`src/rtl/pwm_pkg.sv`:
```
// Shared constants for the PWM output stage and the SPI register file that feeds it.
// Register addresses are the map the register file decodes; the stage only consumes their contents.
package pwm_pkg;

    localparam int          PWM_WIDTH       = 8;
    localparam logic [7:0]  DUTY_FULL       = 8'hFF;
    localparam int          DEFAULT_CLK_DIV = 13;

    localparam logic [7:0]  ADDR_EN_OUT_7_0  = 8'h00;
    localparam logic [7:0]  ADDR_EN_OUT_15_8 = 8'h01;
    localparam logic [7:0]  ADDR_EN_PWM_7_0  = 8'h02;
    localparam logic [7:0]  ADDR_EN_PWM_15_8 = 8'h03;
    localparam logic [7:0]  ADDR_PWM_DUTY    = 8'h04;

    // A disabled pin is low; an enabled pin is static high unless PWM is enabled.
    function automatic logic pinNext(input logic enOut, input logic enPwm, input logic pwmLevel);
        return enOut ? (enPwm ? pwmLevel : 1'b1) : 1'b0;
    endfunction

endpackage

```
`src/rtl/pwm_timebase.sv`:
```
// Shared PWM timebase: prescaler, 8-bit step counter and the period-aligned duty shadow.
module pwm_timebase
    import pwm_pkg::*;
#(
    parameter int CLK_DIV = DEFAULT_CLK_DIV
) (
    input  logic                 clk,
    input  logic                 rst,
    input  logic [PWM_WIDTH-1:0] pwm_duty_cycle,
    output logic                 tick,
    output logic [PWM_WIDTH-1:0] step,
    output logic                 wrap,
    output logic [PWM_WIDTH-1:0] duty_shadow
);

    localparam int               PRE_W    = (CLK_DIV > 1) ? $clog2(CLK_DIV) : 1;
    localparam logic [PRE_W-1:0] PRE_LAST = PRE_W'(CLK_DIV - 1);

    logic [PRE_W-1:0]     r_prescaler;
    logic [PWM_WIDTH-1:0] r_step;
    logic [PWM_WIDTH-1:0] r_duty_shadow;

    // With CLK_DIV=1 the prescaler is pinned at zero, so tick stays high.
    assign tick        = (r_prescaler == PRE_LAST);
    assign wrap        = tick && (r_step == {PWM_WIDTH{1'b1}});
    assign step        = r_step;
    assign duty_shadow = r_duty_shadow;

    always_ff @(posedge clk) begin
        if (rst) begin
            r_prescaler   <= '0;
            r_step        <= '0;
            r_duty_shadow <= '0;
        end else begin
            r_prescaler <= tick ? '0 : r_prescaler + 1'b1;
            if (tick) begin
                r_step <= r_step + 1'b1;
            end
            if (wrap) begin
                r_duty_shadow <= pwm_duty_cycle;
            end
        end
    end

endmodule

```
`src/rtl/pwm_output_stage.sv`:
```
// Drives the 16 output pins low, static high or with the shared PWM waveform.
// Enables act on the next clock; duty only changes at period boundaries via the timebase shadow.
module pwm_output_stage
    import pwm_pkg::*;
#(
    parameter int CLK_DIV   = DEFAULT_CLK_DIV,
    parameter int PWM_WIDTH = pwm_pkg::PWM_WIDTH
) (
    input  logic                 clk,
    input  logic                 rst,
    input  logic [7:0]           en_reg_out_7_0,
    input  logic [7:0]           en_reg_out_15_8,
    input  logic [7:0]           en_reg_pwm_7_0,
    input  logic [7:0]           en_reg_pwm_15_8,
    input  logic [PWM_WIDTH-1:0] pwm_duty_cycle,
    output logic [7:0]           out_7_0,
    output logic [7:0]           out_15_8,
    output logic                 period_start
);

    logic                 w_tick;
    logic                 w_wrap;
    logic [PWM_WIDTH-1:0] w_step;
    logic [PWM_WIDTH-1:0] w_duty_shadow;
    logic                 w_pwm_level;
    logic [15:0]          w_en_out;
    logic [15:0]          w_en_pwm;
    logic [15:0]          w_next_out;

    logic [15:0]          r_out;
    logic                 r_period_start;

    pwm_timebase #(
        .CLK_DIV(CLK_DIV)
    ) u_timebase (
        .clk            (clk),
        .rst            (rst),
        .pwm_duty_cycle (pwm_duty_cycle),
        .tick           (w_tick),
        .step           (w_step),
        .wrap           (w_wrap),
        .duty_shadow    (w_duty_shadow)
    );

    assign w_en_out = {en_reg_out_15_8, en_reg_out_7_0};
    assign w_en_pwm = {en_reg_pwm_15_8, en_reg_pwm_7_0};

    // Full-scale duty is special-cased so 0xFF stays high through step 255 with no gap.
    assign w_pwm_level = (w_duty_shadow == DUTY_FULL) ? 1'b1 : (w_step < w_duty_shadow);

    always_comb begin
        w_next_out = '0;
        for (int i = 0; i < 16; i++) begin
            w_next_out[i] = pinNext(w_en_out[i], w_en_pwm[i], w_pwm_level);
        end
    end

    always_ff @(posedge clk) begin
        if (rst) begin
            r_out          <= '0;
            r_period_start <= 1'b0;
        end else begin
            r_out          <= w_next_out;
            r_period_start <= w_wrap;
        end
    end

    assign out_7_0      = r_out[7:0];
    assign out_15_8     = r_out[15:8];
    assign period_start = r_period_start;

endmodule
```
`config.mk`:
```
export PLATFORM = sky130hd
export DESIGN_NAME = pwm_output_stage
export DESIGN_NICKNAME = d
export VERILOG_FILES = /design/src/rtl/pwm_pkg.sv /design/src/rtl/pwm_timebase.sv /design/src/rtl/pwm_output_stage.sv
export SDC_FILE = /design/constraint.sdc
export NUM_CORES = 1
export LEC_CHECK = 0
export CAP_MARGIN = 25
export CORE_MARGIN = 2
export CORE_UTILIZATION = 35
export CTS_CLUSTER_SIZE = 40
export DETAILED_ROUTE_END_ITERATION = 12
export PLACE_DENSITY_LB_ADDON = 0.05
export SYNTH_ARGS = -nofsm -noshare
export SYNTH_HDL_FRONTEND = slang
export SYNTH_SLANG_ARGS = --single-unit
```
`constraint.sdc`:
```
create_clock -name clk -period 3.1 [get_ports clk]
set_input_delay 0.62 -clock clk [delete_from_list [all_inputs] [get_ports clk]]
set_output_delay 0.62 -clock clk [all_outputs]
set_load 0.005 [all_outputs]
```
Yosys cells after proc, flatten, opt, wreduce, memory -nomap -nowiden
Cells that the tools add are included.
Widths: inputs -> output; s select.
Storage, ports and cells
  word-level logic and storage cells: 77
  register bits after elaboration: 37
  output and inout port bits: 17
  input bits: 42
Cells by class
  eq/ne operators: 3
  bitwise gates (word level): 16
  add/sub/neg operators: 2
  reduce and logical (&&, ||, !) cells: 18
  muxes and demuxes: 17
  $lt $le $gt $ge: 1
Operator list (count)
  $reduce_or 2->1: 17
  $mux 1: 17
  $eq 8x8->1 const B: 2
  $not 1->1: 16
  $add 8x1->8 const B: 1
  $lt 8x8->1: 1
  $add 4x1->4 const B: 1
  $eq 4x4->1 const B: 1
  $logic_and 1x1->1: 1

Longest topological paths before layout
  word-level depth: 3
  mapped depth: 7
  depth with buffers taken out: 6

Cells and area by module
From an unflattened synthesis, not the netlist that was laid out.
Second synthesis, totals
  cells, all modules: 174
  area total of the unflattened synthesis: 1727.9 um2
Modules (own cells, without submodules)
  pwm_timebase: area each 908.4 um2, times used 1, sequential area each 400.4 um2, cells each 95
  pwm_output_stage: area each 819.5 um2, times used 1, sequential area each 340.3 um2, cells each 79

Worst setup path before layout
OpenSTA, ideal clock, no wires.
  path type: reg-to-reg
  from: register u_timebase.r_duty_shadow[6] (netlist: u_timebase.duty_shadow[6])
  to: register r_out[0]
  required time: 2.984 ns
  path buffers: 1
  data arrival time: 1.554 ns
  cell stages (with the launch flop): 8
  setup slack: 1.430 ns
  period minus slack after synthesis: 1.670 ns
  setup time: 0.116 ns
  path through: dfxtp_1 inv_1 ha_1 and4_1 o21ai_1 o32ai_4 buf_6 a21oi_2
On the way
  longest elaborated chain between the ends: 3
  elaborated cells between the ends (all ways): 4
  those cells by class: order compare: 1; eq/ne: 1; mux: 2
RTL lines
  start: declaration: line pwm_timebase.sv:21  | logic [PWM_WIDTH-1:0] r_duty_shadow;
  start signal: assignment: line pwm_timebase.sv:40  | r_duty_shadow <= pwm_duty_cycle;
  $lt 8x8->1 or $eq 8x8->1 (tied branches): line pwm_output_stage.sv:49  | assign w_pwm_level = (w_duty_shadow == DUTY_FULL) ? 1'b1 : (w_step < w_duty_shadow);
  $mux 1 (*): line pwm_output_stage.sv:49
  $mux 1 (*): line pwm_pkg.sv:17  | return enOut ? (enPwm ? pwmLevel : 1'b1) : 1'b0;
  end signal: assignment: line pwm_output_stage.sv:63  | r_out <= w_next_out;
  end: declaration: line pwm_output_stage.sv:30  | logic [15:0] r_out;
Mark *: on every way between the ends. The rest lies on a longest branch, timed or not.
A chain may end at the register's enable or synchronous reset.

Final worst setup path
  from: register u_timebase.r_duty_shadow[6] (netlist: u_timebase.duty_shadow[6])
  to: register r_out[11]
Same word-level chain as after synthesis.

==> impl_summary.md <==
Status
The flow ran to the end, and the final reports show no timing, DRC or antenna violations.

Floorplanning
59 I/O pins were placed. The die outline area is 5220 sq um. The standard cell core area is 4410 sq um. The die extent in y is 72.3 microns. The initial utilization of the core area, before any placement, comes to 37.0%. In this run the horizontal extent of the chip is 72.3 microns. In this run the core area contains 24 standard-cell rows.

STA
The count of final hold-check violations is 0. The final critical-path share of the clock period is 67.7%. The routed design could run at a clock period as short as 2100 ps. The transition at the pin with the smallest max-transition slack is 862 ps. The worst slew slack as a fraction of its limit is 42.5%. The maximum clock skew at final layout is 3.30 ps. The setup total negative slack is 0 ps. The max-slew violation total from the final report is 0.

The number of setup violations in the final report is 0. Across all setup checks in the final design, the least slack found is 1000 ps. Setup repair after global routing left no endpoint under its margin.

The fmax is 0.477 GHz.

Global routing
The largest net degree at the start of global routing is 25. Global routing finished with a remaining overflow of 0. The overall global routing resource usage is 14.0%. The via count of the first global-routing pass is 1,315.

The global-route wire length before repair is 5680 microns. The number of antenna violations at the first check in global routing came to 0.

Layout
The utilization after layout is 52.9%. The combined flip-flop and latch cell area is 741 sq um. Compared with the post-synthesis result, the final layout area differs by 43.2%. Summing all multi-input logic gate instances after layout gives 818 sq um. Summing all non-filler instances in the final layout gives an area of 2340 sq um. The total inserted antenna cells is 0. The count of nets after finishing is 276. The layout has 416 filler cells. The fraction of layout cells with a size suffix above 1 is 8.93%.

Route
Using the TritonRoute via totals, the vias-per-cell ratio works out to 4.75. Once detail routing completed, the nets flagged for antenna violations numbered 0. Dividing the detail-routed wire length by the instance count gives 12.5 microns. The residual DRC count is 0. For this block, the initial DRC count from the detailed router was 40. The first detailed-routing pass ran for 4 iterations. The number of vias in the routed layout is 1,310. The wire length after detailed routing is 3440 microns.

Synth
The netlist area before placement is 1630 sq um. For this run, the number of Yosys warnings is 0. Synthesis produced a netlist whose cell count is 165. The area share of the largest cell type after synthesis is 45.4%. The netlist uses 30 different library cells. By area the synthesized netlist is led by sky130_fd_sc_hd__dfxtp_1 45%, sky130_fd_sc_hd__ha_1 7.7%, sky130_fd_sc_hd__nand2b_1 6.1%, sky130_fd_sc_hd__a21oi_2 5.4%, sky130_fd_sc_hd__mux2i_1 4.9%. The synthesized netlist net count is 217. The sequential area share after synthesis is 45.4%. The average instance area after synthesis is 9.89 sq um. After synthesis the netlist holds a flip-flop and latch count of 37. The synthesized design spends more area on one cell type than any other, namely sky130_fd_sc_hd__dfxtp_1.

Clock tree
For this design, the CTS-stage hold fixing added 0 buffers. No sink is reached through more buffers than the 2 on the longest clock path. The number of buffers added for setup after CTS is 0. TritonCTS built the clock tree. After clock tree synthesis, the clock-pin slew on the worst setup and hold paths is 70 ps. The number of gates given a new drive strength after cts is 0. The total clock buffers created by CTS is 5.

The number of levels in the clock H-tree is 2. The cell chosen for the clock root is sky130_fd_sc_hd__clkbuf_8. The insertion delay of the later-clocked pin in the worst-skew pair is 280 ps. The clock net sink count is 37.

Min path
The classification of the worst-slack hold path is reg2reg.

Worst setup path
Together, buffers and inverters on the worst path number 1. The critical path required time is 3240 ps. The cell with the biggest individual delay on the critical path is sky130_fd_sc_hd__o32ai_4. The critical path class is reg2reg. STA classifies the critical path startpoint as a flop. The worst register-to-register path begins at u_timebase.duty_shadow[6]. The length in cells of the worst reg-to-reg path is 6.

The largest single stage delay on the critical path is 780 ps. The number of logic stages on the critical path including buffering is 6. The kind of end point of the critical path is a flop. Traced cell by cell, the critical path runs through inv_1 > ha_1 > and4_1 > o21ai_1 > o32ai_4 > a21oi_1. The reg2reg setup slack is 1000 ps. The origin of the worst setup path is u_timebase.duty_shadow[6]. The endpoint of the worst-slack reg-to-reg timing path is r_out[11].

The most critical setup path has its endpoint at r_out[11]. The cell family contributing the most delay on the critical path is compound AO/OA/AOI/OAI gates. The critical path data arrival time is 2230 ps.

The top fanout value on the critical path is 16.

Place
Routability-driven placement finished with a final weighted congestion of 0.729. The half-perimeter wire length after placement is 2660 microns. The number of buffers inserted by port buffering is 58. Once placement finished, the instance area stood at 2250 sq um. Timing analysis after detailed placement gives a worst setup slack of 970 ps.

Pwr
The design draws 928 uW. The maximum vdd drop is 267 uV. The standby leakage power is 0.000907 uW. The power density over the cells is 397 nW/um^2.

Flow run
The number of max-capacitance violations reported is 0.
==> cell type report <==
cell class / count / share of cell area [%]
Sequential cell: 37 / 31.7
Multi-Input combinational cell: 111 / 35.0
Tap cell: 52 / 2.79
Clock buffer: 7 / 3.70
Inverter: 10 / 1.61
Timing Repair Buffer: 59 / 25.2
==> power by group <==
part	internal (uW)	switching [uW]
combinational	72.8	29.7
sequential	487	5.32
clock	176	157
==> metal layers <==
layer  wire, microns  GRT usage (%)
met5               0              0
met3             348           7.64
met2            1620           22.7
met1            1450           16.0
met4              27           3.77
==> stage by stage <==
step | instances | hold slack, ps
floorplan | 165 | 456
global placement | 269 | 468
detailed placement | 269 | 484
CTS | 276 | 494
global route | 276 | 522
finish | 276 | 494
==> state kept, by name (all words and copies together), names as in the netlist <==
register,cells
r_out,16
u_timebase.duty_shadow,8
u_timebase.step,8
u_timebase.r_prescaler,4
period_start,1
==> synthesized netlist by cell type <==
cell type,number
sky130_fd_sc_hd__clkbuf_1,5
sky130_fd_sc_hd__and3_1,2
sky130_fd_sc_hd__o21a_1,1
sky130_fd_sc_hd__ha_1,10
sky130_fd_sc_hd__o32ai_4,1
sky130_fd_sc_hd__a21oi_1,11
sky130_fd_sc_hd__nand3_1,4
sky130_fd_sc_hd__a41o_1,1
sky130_fd_sc_hd__nand2b_4,1
sky130_fd_sc_hd__a21oi_2,10
sky130_fd_sc_hd__nor3b_1,1
sky130_fd_sc_hd__mux2i_1,8
sky130_fd_sc_hd__buf_6,1
sky130_fd_sc_hd__nor3_1,4
sky130_fd_sc_hd__a21o_1,1
sky130_fd_sc_hd__o21ai_0,2
sky130_fd_sc_hd__or4_1,1
sky130_fd_sc_hd__nor2_1,17
sky130_fd_sc_hd__dfxtp_1,37
sky130_fd_sc_hd__buf_2,1
sky130_fd_sc_hd__a2111oi_4,1
sky130_fd_sc_hd__nand4_1,4
sky130_fd_sc_hd__nand2b_1,16
sky130_fd_sc_hd__nand2_1,3
sky130_fd_sc_hd__and4_1,3
sky130_fd_sc_hd__xnor2_1,5
sky130_fd_sc_hd__o21ai_1,1
sky130_fd_sc_hd__or3_1,1
sky130_fd_sc_hd__inv_1,10
sky130_fd_sc_hd__xor2_1,2
==> how the worst min path moves through the flow <==
stage	start	end	slack, ps	cells after the start
after floorplan	u_timebase.r_prescaler[0]	u_timebase.r_prescaler[0]	460	1
after global placement	u_timebase.r_prescaler[0]	u_timebase.r_prescaler[0]	470	1
after detailed placement	u_timebase.r_prescaler[0]	u_timebase.r_prescaler[0]	480	1
after CTS	u_timebase.r_prescaler[0]	u_timebase.r_prescaler[0]	490	1
after global routing	u_timebase.r_prescaler[0]	u_timebase.r_prescaler[0]	520	1
final	u_timebase.r_prescaler[0]	u_timebase.r_prescaler[0]	490	1
==> cell families after synthesis <==
| family | count (synthesis) | synth area share (%) |
|---|---|---|
| DFF | 37 | 45.4 |
| muxes | 8 | 4.91 |
| adders and majority gates | 10 | 7.67 |
| xor gates and xnor gates | 7 | 3.76 |
| and+or+nand+nor | 57 | 19.2 |
| AOI/OAI and AO/OA | 29 | 14.6 |
| buffers and inverters | 17 | 4.45 |
==> cells in the final DEF (no fill, tap or decap) <==
master and instances:
sky130_fd_sc_hd__ha_1 10, sky130_fd_sc_hd__clkdlybuf4s50_1 58, sky130_fd_sc_hd__nand3_1 4, sky130_fd_sc_hd__o21ai_0 2, sky130_fd_sc_hd__a21oi_1 11, sky130_fd_sc_hd__a41o_1 1, sky130_fd_sc_hd__a21oi_2 10, sky130_fd_sc_hd__a2111oi_4 1
sky130_fd_sc_hd__nand2b_4 1, sky130_fd_sc_hd__xnor2_1 5, sky130_fd_sc_hd__nand2_1 3, sky130_fd_sc_hd__dfxtp_1 37, sky130_fd_sc_hd__nor2_1 17, sky130_fd_sc_hd__and4_1 3, sky130_fd_sc_hd__nand4_1 4, sky130_fd_sc_hd__clkbuf_8 6
sky130_fd_sc_hd__inv_1 10, sky130_fd_sc_hd__and3_1 2, sky130_fd_sc_hd__nor3_1 4, sky130_fd_sc_hd__or4_1 1, sky130_fd_sc_hd__nor3b_1 1, sky130_fd_sc_hd__or3_1 1, sky130_fd_sc_hd__nand2b_1 16, sky130_fd_sc_hd__o21ai_1 1
sky130_fd_sc_hd__o32ai_4 1, sky130_fd_sc_hd__clkbuf_1 1, sky130_fd_sc_hd__buf_4 1, sky130_fd_sc_hd__o21a_1 1, sky130_fd_sc_hd__xor2_1 2, sky130_fd_sc_hd__a21o_1 1, sky130_fd_sc_hd__mux2i_1 8
No activity file was read; power rests on OpenSTA's default activity.
